[src/rtl/sonic_vc_tx_pkg.sv]
// Shared types and constants for the virtual-channel TX gearbox.
// The beat struct matches the bit order used by the upstream TX FIFO.
package sonic_vc_tx_pkg;

    localparam int BEAT_W       = 128;
    localparam int WORD_W       = 64;
    localparam int BEAT_EMPTY_W = 2;

    typedef enum logic [1:0] {
        S_HI  = 2'd0,
        S_LO  = 2'd1,
        S_GAP = 2'd2
    } state_t;

    typedef struct packed {
        logic                    sop;
        logic                    eop;
        logic [BEAT_EMPTY_W-1:0] empty;
        logic                    error;
        logic [BEAT_W-1:0]       data;
    } beat_t;

    // Select the upper (first on the wire) or lower 64-bit half of a beat.
    function automatic logic [WORD_W-1:0] beat_half(input beat_t b, input logic upper);
        return upper ? b.data[BEAT_W-1 -: WORD_W] : b.data[WORD_W-1:0];
    endfunction

endpackage

[src/rtl/sonic_vc_tx_rl1_buf.sv]
// Two-entry buffer in front of a ready-latency-1 source. Ready is derived
// from registered occupancy plus the beat that may still be in flight.
module sonic_vc_tx_rl1_buf
    import sonic_vc_tx_pkg::*;
(
    input  logic  clock,
    input  logic  reset,
    input  beat_t push_beat,
    input  logic  push_valid,
    output logic  push_ready,
    input  logic  pop,
    output beat_t head_beat,
    output logic  head_valid,
    output logic  overflow
);

    logic [1:0] occ_reg;
    logic [1:0] occ_next;
    logic       rdy_q_reg;
    logic       run_reg;
    logic       wr_ptr_reg;
    logic       rd_ptr_reg;
    logic       ovf_reg;
    logic       do_pop;
    logic       do_push;
    logic       drop;

    assign do_pop  = pop & (occ_reg != 2'd0);
    // A full buffer can still take a beat if the head leaves in the same cycle.
    assign do_push = push_valid & ((occ_reg != 2'd2) | do_pop);
    assign drop    = push_valid & ~do_push;

    // run_reg holds ready low throughout reset and releases it one edge later.
    assign push_ready = run_reg & ((occ_reg + {1'b0, rdy_q_reg}) < 2'd2);

    always_comb begin
        occ_next = occ_reg;
        case ({do_push, do_pop})
            2'b10:   occ_next = occ_reg + 2'd1;
            2'b01:   occ_next = occ_reg - 2'd1;
            default: occ_next = occ_reg;
        endcase
    end

    always_ff @(posedge clock) begin
        if (reset) begin
            occ_reg    <= 2'd0;
            rdy_q_reg  <= 1'b0;
            run_reg    <= 1'b0;
            wr_ptr_reg <= 1'b0;
            rd_ptr_reg <= 1'b0;
            ovf_reg    <= 1'b0;
        end else begin
            occ_reg   <= occ_next;
            rdy_q_reg <= push_ready;
            run_reg   <= 1'b1;
            if (do_push) begin
                wr_ptr_reg <= ~wr_ptr_reg;
            end
            if (do_pop) begin
                rd_ptr_reg <= ~rd_ptr_reg;
            end
            if (drop) begin
                ovf_reg <= 1'b1;
            end
        end
    end

    genvar gi;
    generate
        for (gi = 0; gi < 2; gi++) begin : g_slot
            beat_t slot_reg;
            always_ff @(posedge clock) begin
                if (do_push && (wr_ptr_reg == 1'(gi))) begin
                    slot_reg <= push_beat;
                end
            end
        end
    endgenerate

    assign head_beat  = rd_ptr_reg ? g_slot[1].slot_reg : g_slot[0].slot_reg;
    assign head_valid = (occ_reg != 2'd0);
    assign overflow   = ovf_reg;

endmodule

[src/rtl/sonic_vc_tx_gearbox.sv]
// Splits 128-bit FIFO beats into 64-bit words (upper half first), inserts
// an idle gap after each packet and counts packets sent downstream.
module sonic_vc_tx_gearbox
    import sonic_vc_tx_pkg::*;
#(
    parameter int IPG_CYCLES = 3,
    parameter int CNT_W      = 32
) (
    input  logic                    clock,
    input  logic                    reset,
    input  logic [BEAT_W-1:0]       avalonst_sink_data,
    input  logic [BEAT_EMPTY_W-1:0] avalonst_sink_empty,
    input  logic                    avalonst_sink_startofpacket,
    input  logic                    avalonst_sink_endofpacket,
    input  logic                    avalonst_sink_error,
    input  logic                    avalonst_sink_valid,
    output logic                    avalonst_sink_ready,
    output logic [WORD_W-1:0]       avalonst_source_data,
    output logic                    avalonst_source_empty,
    output logic                    avalonst_source_startofpacket,
    output logic                    avalonst_source_endofpacket,
    output logic                    avalonst_source_error,
    output logic                    avalonst_source_valid,
    input  logic                    avalonst_source_ready,
    output logic [CNT_W-1:0]        pkt_count,
    output logic                    overflow_err
);

    localparam int GAP_W      = (IPG_CYCLES > 1) ? $clog2(IPG_CYCLES) : 1;
    localparam int GAP_LAST_I = (IPG_CYCLES > 0) ? IPG_CYCLES - 1 : 0;
    localparam logic [GAP_W-1:0] GAP_LAST = GAP_LAST_I[GAP_W-1:0];
    localparam state_t AFTER_EOP = (IPG_CYCLES > 0) ? S_GAP : S_HI;

    beat_t              sink_beat;
    beat_t              head_beat;
    logic               head_valid;
    logic               pop;
    logic               accept;
    logic               hi_last;
    state_t             state_reg;
    state_t             state_next;
    logic [GAP_W-1:0]   gap_cnt_reg;
    logic [GAP_W-1:0]   gap_cnt_next;
    logic [CNT_W-1:0]   pkt_count_reg;

    assign sink_beat = {avalonst_sink_startofpacket, avalonst_sink_endofpacket,
                        avalonst_sink_empty, avalonst_sink_error, avalonst_sink_data};

    sonic_vc_tx_rl1_buf u_buf (
        .clock      (clock),
        .reset      (reset),
        .push_beat  (sink_beat),
        .push_valid (avalonst_sink_valid),
        .push_ready (avalonst_sink_ready),
        .pop        (pop),
        .head_beat  (head_beat),
        .head_valid (head_valid),
        .overflow   (overflow_err)
    );

    // With two or more empty words the low half carries nothing to send.
    assign hi_last = head_beat.eop & head_beat.empty[1];
    assign accept  = avalonst_source_valid & avalonst_source_ready;

    always_ff @(posedge clock) begin
        if (reset) begin
            state_reg   <= S_HI;
            gap_cnt_reg <= '0;
        end else begin
            state_reg   <= state_next;
            gap_cnt_reg <= gap_cnt_next;
        end
    end

    always_comb begin
        state_next   = state_reg;
        gap_cnt_next = '0;
        unique case (state_reg)
            S_HI: begin
                if (accept) begin
                    state_next = hi_last ? AFTER_EOP : S_LO;
                end
            end
            S_LO: begin
                if (accept) begin
                    state_next = head_beat.eop ? AFTER_EOP : S_HI;
                end
            end
            S_GAP: begin
                if (gap_cnt_reg == GAP_LAST) begin
                    state_next = S_HI;
                end else begin
                    gap_cnt_next = gap_cnt_reg + 1'b1;
                end
            end
            default: state_next = S_HI;
        endcase
    end

    always_comb begin
        avalonst_source_valid         = 1'b0;
        avalonst_source_data          = beat_half(head_beat, 1'b1);
        avalonst_source_startofpacket = 1'b0;
        avalonst_source_endofpacket   = 1'b0;
        avalonst_source_empty         = 1'b0;
        avalonst_source_error         = head_beat.error;
        pop                           = 1'b0;
        unique case (state_reg)
            S_HI: begin
                avalonst_source_valid         = head_valid;
                avalonst_source_startofpacket = head_beat.sop;
                avalonst_source_endofpacket   = hi_last;
                avalonst_source_empty         = hi_last & head_beat.empty[0];
                pop                           = head_valid & avalonst_source_ready & hi_last;
            end
            S_LO: begin
                avalonst_source_valid       = head_valid;
                avalonst_source_data        = beat_half(head_beat, 1'b0);
                avalonst_source_endofpacket = head_beat.eop;
                avalonst_source_empty       = head_beat.eop & head_beat.empty[0];
                pop                         = head_valid & avalonst_source_ready;
            end
            default: begin
                avalonst_source_valid = 1'b0;
            end
        endcase
    end

    always_ff @(posedge clock) begin
        if (reset) begin
            pkt_count_reg <= '0;
        end else if (accept && avalonst_source_endofpacket) begin
            pkt_count_reg <= pkt_count_reg + 1'b1;
        end
    end

    assign pkt_count = pkt_count_reg;

endmodule

[config.mk]
export PLATFORM = sky130hd
export DESIGN_NAME = sonic_vc_tx_gearbox
export DESIGN_NICKNAME = d
export VERILOG_FILES = /design/src/rtl/sonic_vc_tx_pkg.sv /design/src/rtl/sonic_vc_tx_rl1_buf.sv /design/src/rtl/sonic_vc_tx_gearbox.sv
export SDC_FILE = /design/constraint.sdc
export NUM_CORES = 1
export LEC_CHECK = 0
export CORE_MARGIN = 4
export CORE_UTILIZATION = 40
export DETAILED_ROUTE_END_ITERATION = 7
export PLACE_DENSITY = 0.74
export SLEW_MARGIN = 15
export SYNTH_ARGS = -nofsm -noshare
export SYNTH_HDL_FRONTEND = slang
export SYNTH_SLANG_ARGS = --single-unit
[constraint.sdc]
create_clock -name clock -period 7.85 [get_ports clock]
set_input_delay 1.57 -clock clock [delete_from_list [all_inputs] [get_ports clock]]
set_output_delay 1.57 -clock clock [all_outputs]
set_load 0.03 [all_outputs]
## Yosys cells after proc, flatten, opt, wreduce, memory -nomap -nowiden

Index checks and enable logic that the tools add are counted.

- Add/sub/neg operators: 5
- Multipliers: 0
- Div/mod/pow operators: 0
- Magnitude comparators: 1
- Equality and inequality tests: 9
- Shift operators: 0
- Mux-type cells: 15
- Bitwise gates (word level): 15
- Reduce and logical (&&, ||, !) cells: 9

Operators by type and width:

| operator | count |
|---|---|
| $mux 133 | 1 |
| $mux 64 | 1 |
| $add 32x1->32 const B | 1 |
| $and 1x1->1 | 10 |
| $mux 2 | 5 |
| $ne 2x2->1 const B | 4 |
| $eq 2x2->1 const B | 3 |
| $pmux 1 s2 | 3 |
| $pmux 2 s3 | 1 |
| $add 2x1->2 const B | 2 |
| $eq 2x1->1 const B | 2 |
| $not 1->1 | 4 |
| $pmux 2 s2 | 1 |
| $reduce_bool 2->1 | 2 |
| $logic_and 1x1->1 | 3 |
| $mux 1 | 3 |
| $reduce_and 3->1 | 1 |
| $reduce_or 3->1 | 1 |
| $add 2x1->2 | 1 |
| $logic_not 2->1 | 1 |
| $lt 2x2->1 const B | 1 |
| $reduce_or 2->1 | 1 |
| $sub 2x1->2 const B | 1 |
| $or 1x1->1 | 1 |

- Bits in registers: 309
- Bits in latches: 0
- Memory bits (writable): 0
- Memory bits (read-only): 0
- Input port bits: 137
- Output and inout bits: 103
- Logic and storage cells: 73
- Memories kept: 0

## Longest topological paths before layout

- Depth in word-level cells: 9
- Gate-level depth with buffers: 9
- Depth with buffers taken out: 6

## By module

From an unflattened synthesis, not the netlist that was laid out.

- Cell total of the unflattened synthesis: 725
- Area total of the unflattened synthesis: 12,612.1 um2

By module, submodules not included:

| module | times used | cells an instance | area an instance (um2) | seq. area each (um2) |
|---|---|---|---|---|
| sonic_vc_tx_rl1_buf | 1 | 454 | 10,163.5 | 8,127.8 |
| sonic_vc_tx_gearbox | 1 | 271 | 2,448.6 | 720.7 |

## Worst setup path after synthesis

Ideal clock, no wire load.

- Path type: input-to-reg
- From: input avalonst_source_ready
- To: register u_buf.g_slot[0].slot_reg[0] (netlist name) (enable)
- Setup time: 0.628 ns
- Arrival: 7.429 ns
- Data required time: 7.222 ns
- Slack: -0.206 ns
- Stages: 3
- Buffers on the path: 0
- Cells stage by stage: o311a_1 -> o21ai_0 -> nor2_1

- Word-level cells in the longest chain between the ends: 7

Ends and longest elaborated chain:

| item | line | RTL |
|---|---|---|
| start: declaration | sonic_vc_tx_gearbox.sv:24 | `input logic avalonst_source_ready,` |
| $and 1x1->1 * | sonic_vc_tx_gearbox.sv:114, sonic_vc_tx_gearbox.sv:121 |  |
| $and 1x1->1 | sonic_vc_tx_gearbox.sv:114 | `pop = head_valid & avalonst_source_ready & hi_last;` |
| $pmux 1 s2 * | sonic_vc_tx_gearbox.sv:108 | `unique case (state_reg)` |
| $and 1x1->1 * | sonic_vc_tx_rl1_buf.sv:28 | `assign do_pop = pop & (occ_reg != 2'd0);` |
| $or 1x1->1 * | sonic_vc_tx_rl1_buf.sv:30 | `assign do_push = push_valid & ((occ_reg != 2'd2) \| do_pop);` |
| $and 1x1->1 * | sonic_vc_tx_rl1_buf.sv:30 |  |
| $logic_and 1x1->1 * | sonic_vc_tx_rl1_buf.sv:74 | `if (do_push && (wr_ptr_reg == 1'(gi))) begin` |
| end signal: assignment | sonic_vc_tx_rl1_buf.sv:75 | `slot_reg <= push_beat;` |
| end: declaration | sonic_vc_tx_rl1_buf.sv:72 | `beat_t slot_reg;` |

Mark *: on every way between the ends. The rest lies on a longest branch, timed or not.
A chain may end at the register's enable or synchronous reset.

## Worst setup path after layout

- From: register u_buf.rd_ptr_reg
- To: output avalonst_source_endofpacket

- Word-level cells in the longest chain between the ends: 3

Ends and longest elaborated chain:

| item | line | RTL |
|---|---|---|
| start: declaration | sonic_vc_tx_rl1_buf.sv:22 | `logic rd_ptr_reg;` |
| start signal: assignment | sonic_vc_tx_rl1_buf.sv:61 | `rd_ptr_reg <= ~rd_ptr_reg;` |
| $mux 133 * | sonic_vc_tx_rl1_buf.sv:81 | `assign head_beat = rd_ptr_reg ? g_slot[1].slot_reg : g_slot[0].slot_reg;` |
| $and 1x1->1 | sonic_vc_tx_gearbox.sv:62 | `assign hi_last = head_beat.eop & head_beat.empty[1];` |
| $pmux 1 s2 * | sonic_vc_tx_gearbox.sv:108 |  |
| end: declaration | sonic_vc_tx_gearbox.sv:21 | `output logic avalonst_source_endofpacket,` |

Marked as above.

==> impl_metrics.yaml <==
run_status:
  status: "finished, final reports clean"
final_layout:
  layout.nets: 997
  multi_input_area_sq_mm: 0.00271
  nFillCells: 2255
  diodes: 0
  finalNonFillerCells: 1263
  final_layout_size_suffix_gt1_share_pct: 15.2
  regArea_sq_mm: 0.00885
  synthToLayoutAreaGrowth_pct: 33.2
  largest_reg_flops: 266
sta:
  max_slew.worst_pin.slew_ps: 1120
  setup_slack_ps: 2840
  rsz0062_at_grt: "no"
  setup_violations: 0
  clock.fmax_mhz: 200
  slew_violations: 0
  finalCriticalPeriod_ps: 5010
  slew_headroom_pct: 25.1
  fin_crit_sh_pct: 63.8
  hold_viol_final: 0
  clock_skew_ps: 23.2
  hold_ws_ps: 412
clock_tree:
  root_buffer: "clkbuf_16"
  numCtsBuffers: 34
  clock_insertion_delay_worst_skew_ps: 510
  htree_levels: 2
  hold_buffers: 0
  cts_resized: 0
  cts_tree: "done"
  cts_setup_buffers: 0
  cts.reportedPaths.clkPinSlew_ps: 50
  cts_sinks: 309
  cts_buffer_depth: 3
synthesis:
  synth_seq_cells: 309
  synth_edf_count: 266
  syn_area_sq_mm: 0.0117
  ys_types: 53
  syn-num-nets: 742
  yosysSeqAreaShare_pct: 75.6
  netlist_instances: 603
  yosysWarnings: 0
  synth_ff_type: "edfxtp_1"
  async_flop_share_pct: 0
  postSynthAreaPerCell_sq_um: 19.4
setup_path:
  reg2reg_from: "u_buf.rd_ptr_reg$_SDFFE_PP0P_"
  critPathMaxStageDelay_ps: 780
  r2r_cells: 6
  timing.rr.end: "u_buf.g_slot[0].slot_reg[54]$_DFFE_PP_"
  cp-end-kind: "primary output"
  cp.arrival_ps: 3440
  critPathRequiredTime_ps: 6280
  critPathMaxFanout: 42
  crit_top_cell: "buf_4"
  r2r_slack_ps: 3320
  cp-start-kind: "flip-flop"
  crit_slowest_cell: "dfxtp_4"
  crit_type: "flip-flop to primary output"
  cp_cell_sequence: "buf_4 -> a211oi_1 -> buf_4 -> nor3_1 -> clkdlybuf4s50_1"
power_and_ir_drop:
  power.combinational.fraction_pct: 14.2
  seq_power_share_pct: 48.3
  vdd_drop_max_v: 0.000216
  power.density_mw_per_mm2: 260
  p_switching_mw: 0.954
  power.share.clock_pct: 37.4
  p_int_mw: 3.10
  p_sw_share_pct: 23.5
  leakage_nw: 5.06
global_route:
  use_met1_pct: 18.8
  grt-ovfl-total: 0
  grt_pass1_wl_microns: 37800
  grtUsageTotal_pct: 15.2
  grtUsageMet2_pct: 24.9
  busiest_layer: "met2"
  grt_pass1_vias: 6816
  use_met3_pct: 6.58
  grt_max_degree: 80
  antenna_found_initial: 2
detailed_routing:
  ant_nets: 0
  drc_errors: 0
  vias: 6404
  drt_iter0_markers: 429
  routed_wl_microns: 24400
  avgViaCountPerCell: 5.07
  drtPass1Iterations: 4
  wire_per_inst_microns: 19.3
die:
  die_y_microns: 179
  fp.dieW_microns: 179
  dieArea_sq_mm: 0.0321
  core_sq_mm: 0.0288
  io_pins: 240
  num_rows: 62
  initial_core_util_pct: 40.7
job:
  drv_cap: 0
place:
  dp_hpwl_microns: 15800
  place_worst_setup_slack_ps: 2960
  numPortBuffers: 239
  gp_congestion: 0.758
  place_inst: 1206
hold_path:
  min_path_cells: 1
  hold_end: "gap_cnt_reg[0]$_SDFF_PP0_"
  worstHoldStart: "gap_cnt_reg[0]$_SDFF_PP0_"
  min-delay-path-class: "flip-flop to flip-flop"
## metrics by stage
| stage | setup TNS (ps) | util (%) | total power, mW | area, sq um |
|---|---|---|---|---|
| final | 0 | 54.2 | 4.05 | 15600 |
| after global routing | 0 | 54.2 | 4.22 | 15600 |
| after CTS | 0 | 54.2 | 4.11 | 15600 |
| after detailed placement | 0 | 50.5 | 2.58 | 14500 |
| after global placement | 0 | 50.5 | 2.57 | 14500 |
| after floorplan | -54850 | - | 2.33 | 11700 |
## worst max path at each step
stage	cells past startpoint	slack [ps]	end	startpoint
2_1_floorplan	3	-210	u_buf.g_slot[0].slot_reg[0]$_DFFE_PP_	avalonst_source_ready
3_3_place_gp	5	3010	u_buf.g_slot[0].slot_reg[128]$_DFFE_PP_	avalonst_source_ready
3_5_place_dp	5	2960	u_buf.g_slot[0].slot_reg[118]$_DFFE_PP_	avalonst_source_ready
4_1_cts	5	2720	avalonst_source_endofpacket	u_buf.rd_ptr_reg$_SDFFE_PP0P_
5_1_grt	5	2510	avalonst_source_endofpacket	u_buf.rd_ptr_reg$_SDFFE_PP0P_
6_report	5	2840	avalonst_source_endofpacket	u_buf.rd_ptr_reg$_SDFFE_PP0P_
## routing by layer
| metal | vias up | wire (microns) |
|---|---|---|
| li1 | 2967 | - |
| met1 | 3187 | 9530 |
| met2 | 206 | 12000 |
| met3 | 40 | 2490 |
| met4 | 4 | 439 |
| met5 | - | 21 |
## cells by family (layout without fill, tap and decap cells)
kind of cell / Yosys count / count (layout) / synth area share, %
AO/OA/AOI/OAI: 46 / 46 / 2.51
multiplexers: 68 / 68 / 12.7
XOR/XNOR: 19 / 19 / 1.42
buffers and inverters: 36 / 312 / 1.42
flip-flops: 309 / 309 / 75.6
adder cells (fa/ha/maj): 2 / 2 / 0.214
AND/OR/NAND/NOR: 123 / 123 / 6.15
## cell type report
type,count,area share (%)
Sequential cell,309,56.8
Tap cell,384,3.08
Clock buffer,42,5.78
Inverter,9,0.217
Timing Repair Buffer,246,15.7
Clock inverter,15,1.06
Multi-Input combinational cell,258,17.4
## power groups by stage
stage | sequential (mW) | clock (mW) | combinational, mW
after floorplan | 2.00 | 0 | 0.332
after global placement | 1.99 | 0 | 0.580
after detailed placement | 2.00 | 0 | 0.585
after global routing | 1.97 | 1.64 | 0.612
after CTS | 1.96 | 1.56 | 0.589
final | 1.96 | 1.52 | 0.576
## synth_stat cells, types with 2 or more instances
master | count | share of area [%]
buf_1 | 7 | 0.22
or3_1 | 6 | 0.32
o21ai_0 | 12 | 0.51
xnor2_1 | 12 | 0.90
xor2_1 | 7 | 0.52
ha_1 | 2 | 0.21
and3_1 | 3 | 0.16
mux4_2 | 64 | 12
buf_2 | 4 | 0.17
a21oi_1 | 19 | 0.81
nor2b_1 | 2 | 0.11
nand2_1 | 19 | 0.61
buf_6 | 3 | 0.29
dfxtp_1 | 43 | 7.4
nor3_1 | 9 | 0.38
nand3_1 | 9 | 0.38
and2_1 | 2 | 0.11
o2111ai_1 | 2 | 0.15
and3b_1 | 2 | 0.15
clkbuf_1 | 12 | 0.38
inv_1 | 9 | 0.29
nor2_1 | 30 | 0.96
o31ai_1 | 6 | 0.38
nor4_1 | 6 | 0.32
nand4_1 | 12 | 0.64
or4_1 | 6 | 0.38
mux2i_1 | 3 | 0.26
nor4b_1 | 2 | 0.15
edfxtp_1 | 266 | 68
## critical path: cells and delay by family (launching register included)
| family | cells | cell delay, ps |
|---|---|---|
| compound gates | 1 | 170 |
| buf+inv | 3 | 1680 |
| flops | 1 | 780 |
| simple gates | 1 | 240 |
## cell usage in the layout, fill, tap and decap left out, drive strengths merged, types with 6 or more instances in the layout
cell	n
xor2	7
or3	8
dfxtp	43
inv	11
o21ai	12
xnor2	12
clkdlybuf4s50	239
or4	6
edfxtp	266
mux4	64
nand3	10
nor2	30
nand4	13
nor4	7
buf	7
nor3	9
o31ai	6
clkbuf	42
nand2	19
a21oi	19
clkinv	9
Power figures use the tool's default switching activity.
